$ cat src/rtl/frogger_pkg.sv
// frogger_pkg: shared game states, water-row geometry and score helpers
package frogger_pkg;
  typedef enum logic [2:0] {
    IDLE      = 3'd0,
    PLAY      = 3'd1,
    DYING     = 3'd2,
    WIN       = 3'd3,
    GAME_OVER = 3'd4
  } game_state_t;

  localparam int WATER_TOP_Y  = 320;
  localparam int ROW_HEIGHT   = 40;
  localparam int NUM_ROWS     = 4;
  localparam int ROW_W        = 2;
  localparam int GOAL_Y       = 280;
  localparam int SCREEN_W     = 640;
  localparam int START_LIVES  = 3;
  localparam int DEATH_FRAMES = 60;
  localparam int WIN_FRAMES   = 90;
  localparam int CNT_W        = 7;
  localparam int SCORE_MAX    = 9999;

  // Score add that clamps at SCORE_MAX instead of wrapping
  function automatic logic [13:0] sat_add(input logic [13:0] s, input logic [6:0] inc);
    logic [14:0] sum;
    sum = {1'b0, s} + {8'd0, inc};
    return (sum > 15'(SCORE_MAX)) ? 14'(SCORE_MAX) : sum[13:0];
  endfunction
endpackage

$ cat src/rtl/frog_game_state_if.sv
// frog_game_state_if: frog/lilypad inputs and HUD/frog-control outputs of the game-rule stage
interface frog_game_state_if;
  logic                           Start;
  logic [10:0]                    FrogX;
  logic [10:0]                    FrogY;
  logic [10:0]                    Frog_Width;
  logic [frogger_pkg::NUM_ROWS-1:0] LPad_Collision;
  logic                           Frog_Respawn;
  logic                           Freeze_Input;
  logic [1:0]                     Lives;
  logic [13:0]                    Score;
  logic [2:0]                     Game_State;
  logic                           Dead_Flash;

  modport master (
    output Start, FrogX, FrogY, Frog_Width, LPad_Collision,
    input  Frog_Respawn, Freeze_Input, Lives, Score, Game_State, Dead_Flash
  );

  modport slave (
    input  Start, FrogX, FrogY, Frog_Width, LPad_Collision,
    output Frog_Respawn, Freeze_Input, Lives, Score, Game_State, Dead_Flash
  );
endinterface

$ cat src/rtl/water_row_decode.sv
// water_row_decode: maps frog Y to water membership and row index (row 0 topmost)
module water_row_decode
  import frogger_pkg::*;
(
  input  logic [10:0]      y,
  output logic             in_water,
  output logic [ROW_W-1:0] row
);
  assign in_water = (y >= 11'(WATER_TOP_Y)) && (y < 11'(WATER_TOP_Y + NUM_ROWS * ROW_HEIGHT));
  // Comparator chain against each row's top edge; avoids a divider
  always_comb begin
    row = '0;
    for (int k = 1; k < NUM_ROWS; k++)
      if (y >= 11'(WATER_TOP_Y + k * ROW_HEIGHT)) row = ROW_W'(k);
  end
endmodule

$ cat src/rtl/frog_game_state.sv
// frog_game_state: per-frame game rules, lives/score bookkeeping and respawn control
module frog_game_state
  import frogger_pkg::*;
(
  input logic               frame_clk,
  input logic               Reset,
  frog_game_state_if.slave  bus
);
  game_state_t      state;
  logic [CNT_W-1:0] cnt;
  logic [ROW_W:0]   best_row;
  logic             in_water;
  logic [ROW_W-1:0] row;
  logic             drown;
  logic             oob;

  water_row_decode u_dec (
    .y        (bus.FrogY),
    .in_water (in_water),
    .row      (row)
  );

  assign drown = in_water && !bus.LPad_Collision[row];
  assign oob = in_water && (bus.FrogX[10] || (({1'b0, bus.FrogX} + {1'b0, bus.Frog_Width}) > 12'(SCREEN_W)));
  assign bus.Game_State = state;

  // Game FSM; every output is registered and the frame counter clears on each state entry
  always_ff @(posedge frame_clk or negedge Reset) begin
    if (!Reset) begin
      state            <= IDLE;
      bus.Lives        <= 2'(START_LIVES);
      bus.Score        <= '0;
      bus.Frog_Respawn <= 1'b0;
      bus.Freeze_Input <= 1'b1;
      bus.Dead_Flash   <= 1'b0;
      cnt              <= '0;
      best_row         <= (ROW_W+1)'(NUM_ROWS);
    end else begin
      bus.Frog_Respawn <= 1'b0;
      cnt              <= cnt + 1'b1;
      case (state)
        IDLE, GAME_OVER: if (bus.Start) begin
          state            <= PLAY;
          bus.Lives        <= 2'(START_LIVES);
          bus.Score        <= '0;
          best_row         <= (ROW_W+1)'(NUM_ROWS);
          bus.Frog_Respawn <= 1'b1;
          bus.Freeze_Input <= 1'b0;
          cnt              <= '0;
        end
        PLAY: if (bus.FrogY < 11'(GOAL_Y)) begin
          state            <= WIN;
          bus.Score        <= sat_add(bus.Score, 7'd100);
          bus.Freeze_Input <= 1'b1;
          cnt              <= '0;
        end else if (drown || oob) begin
          state            <= DYING;
          bus.Freeze_Input <= 1'b1;
          cnt              <= '0;
        end else if (in_water && ({1'b0, row} < best_row)) begin
          bus.Score <= sat_add(bus.Score, 7'd10);
          best_row  <= {1'b0, row};
        end
        DYING: if (cnt == CNT_W'(DEATH_FRAMES - 1)) begin
          bus.Lives      <= (bus.Lives == 2'd0) ? 2'd0 : bus.Lives - 2'd1;
          bus.Dead_Flash <= 1'b0;
          cnt            <= '0;
          if (bus.Lives <= 2'd1) state <= GAME_OVER;
          else begin
            state            <= PLAY;
            bus.Frog_Respawn <= 1'b1;
            bus.Freeze_Input <= 1'b0;
            best_row         <= (ROW_W+1)'(NUM_ROWS);
          end
        end else if (cnt[2:0] == 3'd7) bus.Dead_Flash <= ~bus.Dead_Flash;
        WIN: if (cnt == CNT_W'(WIN_FRAMES - 1)) begin
          state            <= PLAY;
          bus.Frog_Respawn <= 1'b1;
          bus.Freeze_Input <= 1'b0;
          best_row         <= (ROW_W+1)'(NUM_ROWS);
          cnt              <= '0;
        end
        default: state <= IDLE;
      endcase
    end
  end
endmodule

$ cat src/flat_wrapper.sv
// flat-port wrapper written by rule: the top's interface ports become plain ports
module frog_game_state_flat import frogger_pkg::*;
  (frame_clk, Reset, bus_Start, bus_FrogX, bus_FrogY, bus_Frog_Width, bus_LPad_Collision, bus_Frog_Respawn, bus_Freeze_Input, bus_Lives, bus_Score, bus_Game_State, bus_Dead_Flash);
  frog_game_state_if bus_i ();
  input logic frame_clk;
  input logic Reset;
  input wire logic [$bits(bus_i.Start)-1:0] bus_Start;
  input wire logic [$bits(bus_i.FrogX)-1:0] bus_FrogX;
  input wire logic [$bits(bus_i.FrogY)-1:0] bus_FrogY;
  input wire logic [$bits(bus_i.Frog_Width)-1:0] bus_Frog_Width;
  input wire logic [$bits(bus_i.LPad_Collision)-1:0] bus_LPad_Collision;
  output wire logic [$bits(bus_i.Frog_Respawn)-1:0] bus_Frog_Respawn;
  output wire logic [$bits(bus_i.Freeze_Input)-1:0] bus_Freeze_Input;
  output wire logic [$bits(bus_i.Lives)-1:0] bus_Lives;
  output wire logic [$bits(bus_i.Score)-1:0] bus_Score;
  output wire logic [$bits(bus_i.Game_State)-1:0] bus_Game_State;
  output wire logic [$bits(bus_i.Dead_Flash)-1:0] bus_Dead_Flash;
  assign bus_i.Start = bus_Start;
  assign bus_i.FrogX = bus_FrogX;
  assign bus_i.FrogY = bus_FrogY;
  assign bus_i.Frog_Width = bus_Frog_Width;
  assign bus_i.LPad_Collision = bus_LPad_Collision;
  assign bus_Frog_Respawn = bus_i.Frog_Respawn;
  assign bus_Freeze_Input = bus_i.Freeze_Input;
  assign bus_Lives = bus_i.Lives;
  assign bus_Score = bus_i.Score;
  assign bus_Game_State = bus_i.Game_State;
  assign bus_Dead_Flash = bus_i.Dead_Flash;
  frog_game_state u_core (.frame_clk(frame_clk), .Reset(Reset), .bus(bus_i));
endmodule
$ cat config.mk
export PLATFORM = sky130hd
export DESIGN_NAME = frog_game_state_flat
export DESIGN_NICKNAME = d
export VERILOG_FILES = /design/src/rtl/frogger_pkg.sv /design/src/rtl/frog_game_state_if.sv /design/src/rtl/water_row_decode.sv /design/src/rtl/frog_game_state.sv /design/src/flat_wrapper.sv
export SDC_FILE = /design/constraint.sdc
export NUM_CORES = 1
export LEC_CHECK = 0
export CELL_PAD_IN_SITES_DETAIL_PLACEMENT = 1
export CELL_PAD_IN_SITES_GLOBAL_PLACEMENT = 1
export CORE_MARGIN = 2
export CORE_UTILIZATION = 25
export CTS_CLUSTER_DIAMETER = 60
export DETAILED_ROUTE_END_ITERATION = 10
export PLACE_DENSITY = 0.62
export SLEW_MARGIN = 15
export SYNTH_ARGS = -nofsm -noshare
export SYNTH_HDL_FRONTEND = slang
export SYNTH_HIERARCHICAL = 1
export SYNTH_SLANG_ARGS = --single-unit
$ cat constraint.sdc
create_clock -name frame_clk -period 3.5 [get_ports frame_clk]
set_input_delay 0.35 -clock frame_clk [delete_from_list [all_inputs] [get_ports frame_clk]]
set_output_delay 0.35 -clock frame_clk [all_outputs]
set_load 0.1 [all_outputs]
# Word level (Yosys, flattened, before mapping)
# Cells that the tools add are included.
# totals
regBits,32
inputBits,40
output_inout_bits,22
word_cells,114
# op_classes
n_addsub,5
n_lt_le_gt_ge,12
eq_ne,17
n_mux,51
bitwise_logic,1
reduce_logical,20
# ops
op,n
two-way mux 14 bit,6
"greater-or-equal comparator 11 x 9 -> 1 bit, second input constant",4
two-way mux 3 bit,13
two-way mux 7 bit,5
"> comparator 15 x 14 -> 1 bit, second input constant",2
case mux 14 bit (2 select lines),1
case mux 7 bit (4 select lines),1
case mux 3 bit (4 select lines),2
"< comparator 11 x 9 -> 1 bit, second input constant",2
"adder 14 x 4 -> 15 bit, second input constant",1
"adder 14 x 7 -> 15 bit, second input constant",1
two-way mux 1 bit,14
adder 11 x 11 -> 12 bit,1
"> comparator 12 x 10 -> 1 bit, second input constant",1
two-way mux 2 bit,5
"inequality test 2 bit, second input constant",4
AND reduction 4 bit,2
AND reduction 8 bit,1
"adder 7 x 1 -> 7 bit, second input constant",1
"== test 7 x 6 -> 1 bit, second input constant",1
"== test 7 bit, second input constant",1
"== test 3 x 2 -> 1 bit, second input constant",2
"== test 3 bit, second input constant",2
"inequality test 2 x 1 -> 1 bit, second input constant",3
23 further kinds,30

# Logic depth before layout (Yosys ltp)
# logic_depth
word_depth,12
mapped_depth,12
mapped_depth_nobuf,10

# Hierarchy
# The synthesis kept the hierarchy.
# by_module_without_submodules
module,instances,cells_per_inst,area_each_um2,seq_area_each_um2
frog_game_state,1,375,3261.9,805.8
water_row_decode,1,11,83.8,0.0

# Least setup slack after synthesis
# OpenSTA, ideal clock, no wires.
# synth_path
path_type,reg-to-reg
start,reg u_core.bus.Score[2]
end,reg u_core.bus.Score[6]
setup_ns,0.135
t_arrival_ns,3.173
required_time_ns,3.365
setup_slack_ns,0.192
path_stages_with_launch,12
n_path_buf,2
period_less_slack_ns,3.308
path_cell_list,dfrtp_1 > ha_1 > buf_2 > a211o_1 > nor4b_1 > o21ai_1 > a2111oi_4 > nor2_4 > buf_6 > a211o_1 > o211ai_1 > o211ai_1
# synth_between
elab_chain_len,7
word_cells_on_any_way,10
cone_classes,add/sub: 2; order compare: 2; mux: 6
# synth_lines
element,line_no,source
from (decl),frog_game_state_if.sv:22,"output Frog_Respawn, Freeze_Input, Lives, Score, Game_State, Dead_Flash"
from (signal assigned),frog_game_state.sv:53,"bus.Score <= sat_add(bus.Score, 7'd100);"
from (signal assigned),frog_game_state.sv:61,"bus.Score <= sat_add(bus.Score, 7'd10);"
adder 14 x 4 -> 15 bit,frogger_pkg.sv:26,"sum = {1'b0, s} + {8'd0, inc};"
> comparator 15 x 14 -> 1 bit,frogger_pkg.sv:27,return (sum > 15'(SCORE_MAX)) ? 14'(SCORE_MAX) : sum[13:0];
two-way mux 14 bit,frogger_pkg.sv:27,
two-way mux 14 bit,frog_game_state.sv:60,"end else if (in_water && ({1'b0, row} < best_row)) begin"
two-way mux 14 bit,frog_game_state.sv:56,end else if (drown || oob) begin
two-way mux 14 bit (*),frog_game_state.sv:51,PLAY: if (bus.FrogY < 11'(GOAL_Y)) begin
case mux 14 bit (2 select lines) (*),frog_game_state.sv:41,case (state)
# Mark *: on every way between the ends. The rest lies on a longest branch, timed or not. The select of a mux whose other input is x is not followed.
# A chain may end at the register's enable or synchronous reset.

# Worst setup path in the final report
# layout_path
start,in bus_FrogX[0]
end,reg u_core.bus.Score[11]
# layout_between
elab_chain_len,7
# layout_lines
element,line_no,source
from (decl),flat_wrapper.sv:8,input wire logic [$bits(bus_i.FrogX)-1:0] bus_FrogX;
adder 11 x 11 -> 12 bit,frog_game_state.sv:24,"assign oob = in_water && (bus.FrogX[10] || (({1'b0, bus.FrogX} + {1'b0, bus.Frog_Width}) > 12'(SCREEN_W)));"
> comparator 12 x 10 -> 1 bit,frog_game_state.sv:24,
logical OR 1 bit,frog_game_state.sv:24,
logical AND 1 bit,frog_game_state.sv:24,
logical OR 1 bit,frog_game_state.sv:56,
inequality test 3 x 2 -> 1 bit (no line),n/a,
AND reduction 4 bit (no line),n/a,
# No other way between the ends.

==> results by group <==
Drt
  – Vias/cell: 5.23
  – TritonRoute pass-1 iters: 4
  – Total Wirelength: 10.8 mm
  – Initial drt markers: 212
  – DRC viols: 0
  – Via count: 3,302
  – Final ANT Viol Nets: 0
  – Wire per inst: 17.2 um

Critical path
  – Critical path arrival: 3.50 ns
  – Critical path endpoint category: flop
  – Worst EP required: 3.68 ns
  – Startpoint types: input pin
  – WS Path Type: input pin to flop
  – Reg2reg path depth: 11
  – Max FO, Critical Path: 8

GRT
  – Tot GR Track Use: 15.3%
  – Vias in the first global route: 3,526
  – GRT overflow: 0
  – Largest net degree at the start of global routing: 33
  – Global-route wire length before repair: 18.0 mm
  – Initial antenna violation count: 0

Worst hold path
  – Hold crit path type: flop to flop
  – Worst hold stages: 2

Logic synthesis
  – Yosys cell types: 88
  – Syn_area_per_cell: 8.67 um2
  – Post-Syn Area: 3350 um2
  – Synth Flop Type: dfrtp_1
  – Register bit total from synthesis: 32
  – Sequential area share after synthesis: 24.1%
  – Post-Syn Instances: 386
  – Mapped Nets: 448
  – Share of Yosys cell area claimed by the top area cell type: 20.9%
  – Ys Warns: 6
  – Ys async rst share: 100%
  – Area leader, netlist: dfrtp_1
  – Synth top area cells: dfrtp_1 21%, ha_1 7.9%, nor2_1 3.8%, nand2_1 3.7%, dfstp_2 3.1%
  – Post-synth EDFFs: 0

Final layout
  – Final design area excluding fillers: 4320 um2
  – Commonest non-fill, non-tap cell in the layout: clkdlybuf4s50_1
  – Synth-to-Final Area Change: 29.1%
  – Proportion of layout cells with a drive suffix above 1: 16.3%
  – Antenna cells: 0
  – Fill cell count: 1,568
  – Commonest cells after routing, fill and taps aside: 57 x clkdlybuf4s50_1, 34 x nor2_1, 33 x nand2_1, 28 x dfrtp_1, 24 x buf_4
  – Layout net count: 516

Floorplan
  – I/O pins: 62
  – Starting density of the core: 25.5%
  – DIE AREA: 14,300 um2
  – Row count: 42
  – Core area: 13,100 um2
  – Die H: 120 um
  – Die extent in x: 120 um

CTS
  – CTS sink cnt: 32
  – Deepest clock path buffer count: 2
  – Root Driver: clkbuf_16
  – CTS tree: done
  – # hold bufs at CTS: 0
  – H-tree depth: 2
  – CTS Buf Count: 5
  – Clock transition at path regs: 0.06 ns
  – CTS-repair resized insts: 0
  – Worst skew pair latency: 0.27 ns

Placed design
  – Placed cell area: 4140 um2
  – Buffers on Ports: 58
  – RePlAce Congestion: 0.823
  – Dpl hpwl: 8.30 mm

STA
  – Hold Vio Cnt, Final: 0
  – Slew Limit Fails: 0
  – RSZ-0062 raised after global routing: no
  – Worst rel slew slack: 34.7%
  – Fin crit period: 3.32 ns
  – Setup Skew: 0.00667 ns
  – Post-route clock period utilization: 94.7%
  – Least-Margin Pin Slew: 0.977 ns
  – Endpoints failing setup: 0
  – Highest clock rate: 0.302 GHz

Power
  – Peak supply drop: 0.000467 V
  – Leakage: 1.69 nW
  – Design Power: 0.00301 W
  – Pwr dens: 697 nW/um2

Flow run
  – Max-Cap Viols: 0

Run status
  – Status: finished clean
-- cell type report --
class / count / area, um2 / share of cell area (%)
Multi-Input combinational cell: 319 / 2350 / 54.4
Clock inverter: 1 / 5.00 / 0.116
Tap cell: 176 / 220 / 5.10
Sequential cell: 32 / 806 / 18.7
Inverter: 15 / 56.3 / 1.30
Timing Repair Buffer: 81 / 751 / 17.4
Clock buffer: 7 / 133 / 3.07
-- state kept, by name, summed over array words and instances (netlist names) --
name and flops:
u_core/bus.Score 14, u_core/cnt 7, u_core/best_row 3, u_core/bus.Game_State 3
u_core/bus.Lives 2, u_core/bus.Dead_Flash 1, u_core/bus.Freeze_Input 1, u_core/bus.Frog_Respawn 1
-- critical path, cell delays in order --
cell and delay (ns):
clkdlybuf4s50_1 0.40, ha_1 0.23, fa_1 0.41, xor2_1 0.18
or4_1 0.51, a211oi_2 0.18, nand4b_1 0.16, and4_4 0.24
nor4_4 0.23, buf_4 0.22, o21ai_4 0.11, o31ai_2 0.27
-- per-stage QoR --
step                setup WS, ns  util (%)  TNS [ns]  hold WS, ns  std cells
floorplan                  0.192         -         0       0.0544        386
global placement         -0.0664      31.5    -0.182        0.449        617
detailed placement        -0.110      31.5    -0.630        0.458        617
CTS                        0.130      32.7         0        0.469        628
global route              0.0136      32.9         0        0.504        631
finish                     0.184      32.9         0        0.461        631
-- per-layer routing --
metal	GRT usage [%]	wire length, um	up-vias
li1	-	-	1605
met1	20.8	5180	1640
met2	26.4	5280	53
met3	2.00	325	4
met4	2.43	49	0
met5	0	0	-
-- cells by family after synthesis --
family / after synthesis / synth area share [%]
compound gates: 123 / 30.8
xor+xnor: 17 / 4.45
fa+ha+maj: 22 / 8.45
buf+inv: 35 / 5.68
flops: 32 / 24.1
mux: 5 / 1.91
simple gates: 152 / 24.6
-- report_power, final --
| group | switching, W | internal [W] | total [W] |
|---|---|---|---|
| clock network | 0.000156 | 0.000263 | 0.000419 |
| registers | 0.000245 | 0.000477 | 0.000722 |
| logic | 0.00127 | 0.000595 | 0.00187 |
-- path summary, 6_finish.rpt --
path                            slack, ns               startpoint                      end
worst max-delay path                 0.18             bus_FrogX[0]     u_core/bus.Score[11]
worst min-delay path                 0.46  u_core/bus.Freeze_Input  u_core/bus.Freeze_Input
worst max register to register       0.19      u_core/bus.Score[2]      u_core/bus.Score[5]
worst min register to register       0.46  u_core/bus.Freeze_Input  u_core/bus.Freeze_Input
max in group asynchronous            2.67                    Reset       u_core/best_row[2]
min in group asynchronous            0.49                    Reset            u_core/cnt[0]
-- cells in the mapped netlist, types with 6 or more instances --
library cell	n
o221ai_1	7
clkbuf_1	7
nor3_1	11
a21oi_1	19
inv_1	14
nand4_1	9
nor2_1	34
o21ai_1	6
nor4_1	6
ha_1	21
xnor2_1	11
xor2_1	6
nand2_1	33
nand3_1	17
a21o_1	9
dfrtp_1	28
o21ai_0	16
-- timing repair --
| action | CTS | global route |
|---|---|---|
| gates cloned | 0 | 0 |
| pin swaps | 1 | 1 |
| endpoints found under the setup margin | 1 | 1 |
| setup buffers | 3 | 3 |
| hold endpoints to repair | 0 | 0 |
(Power assumes the default switching activity.)
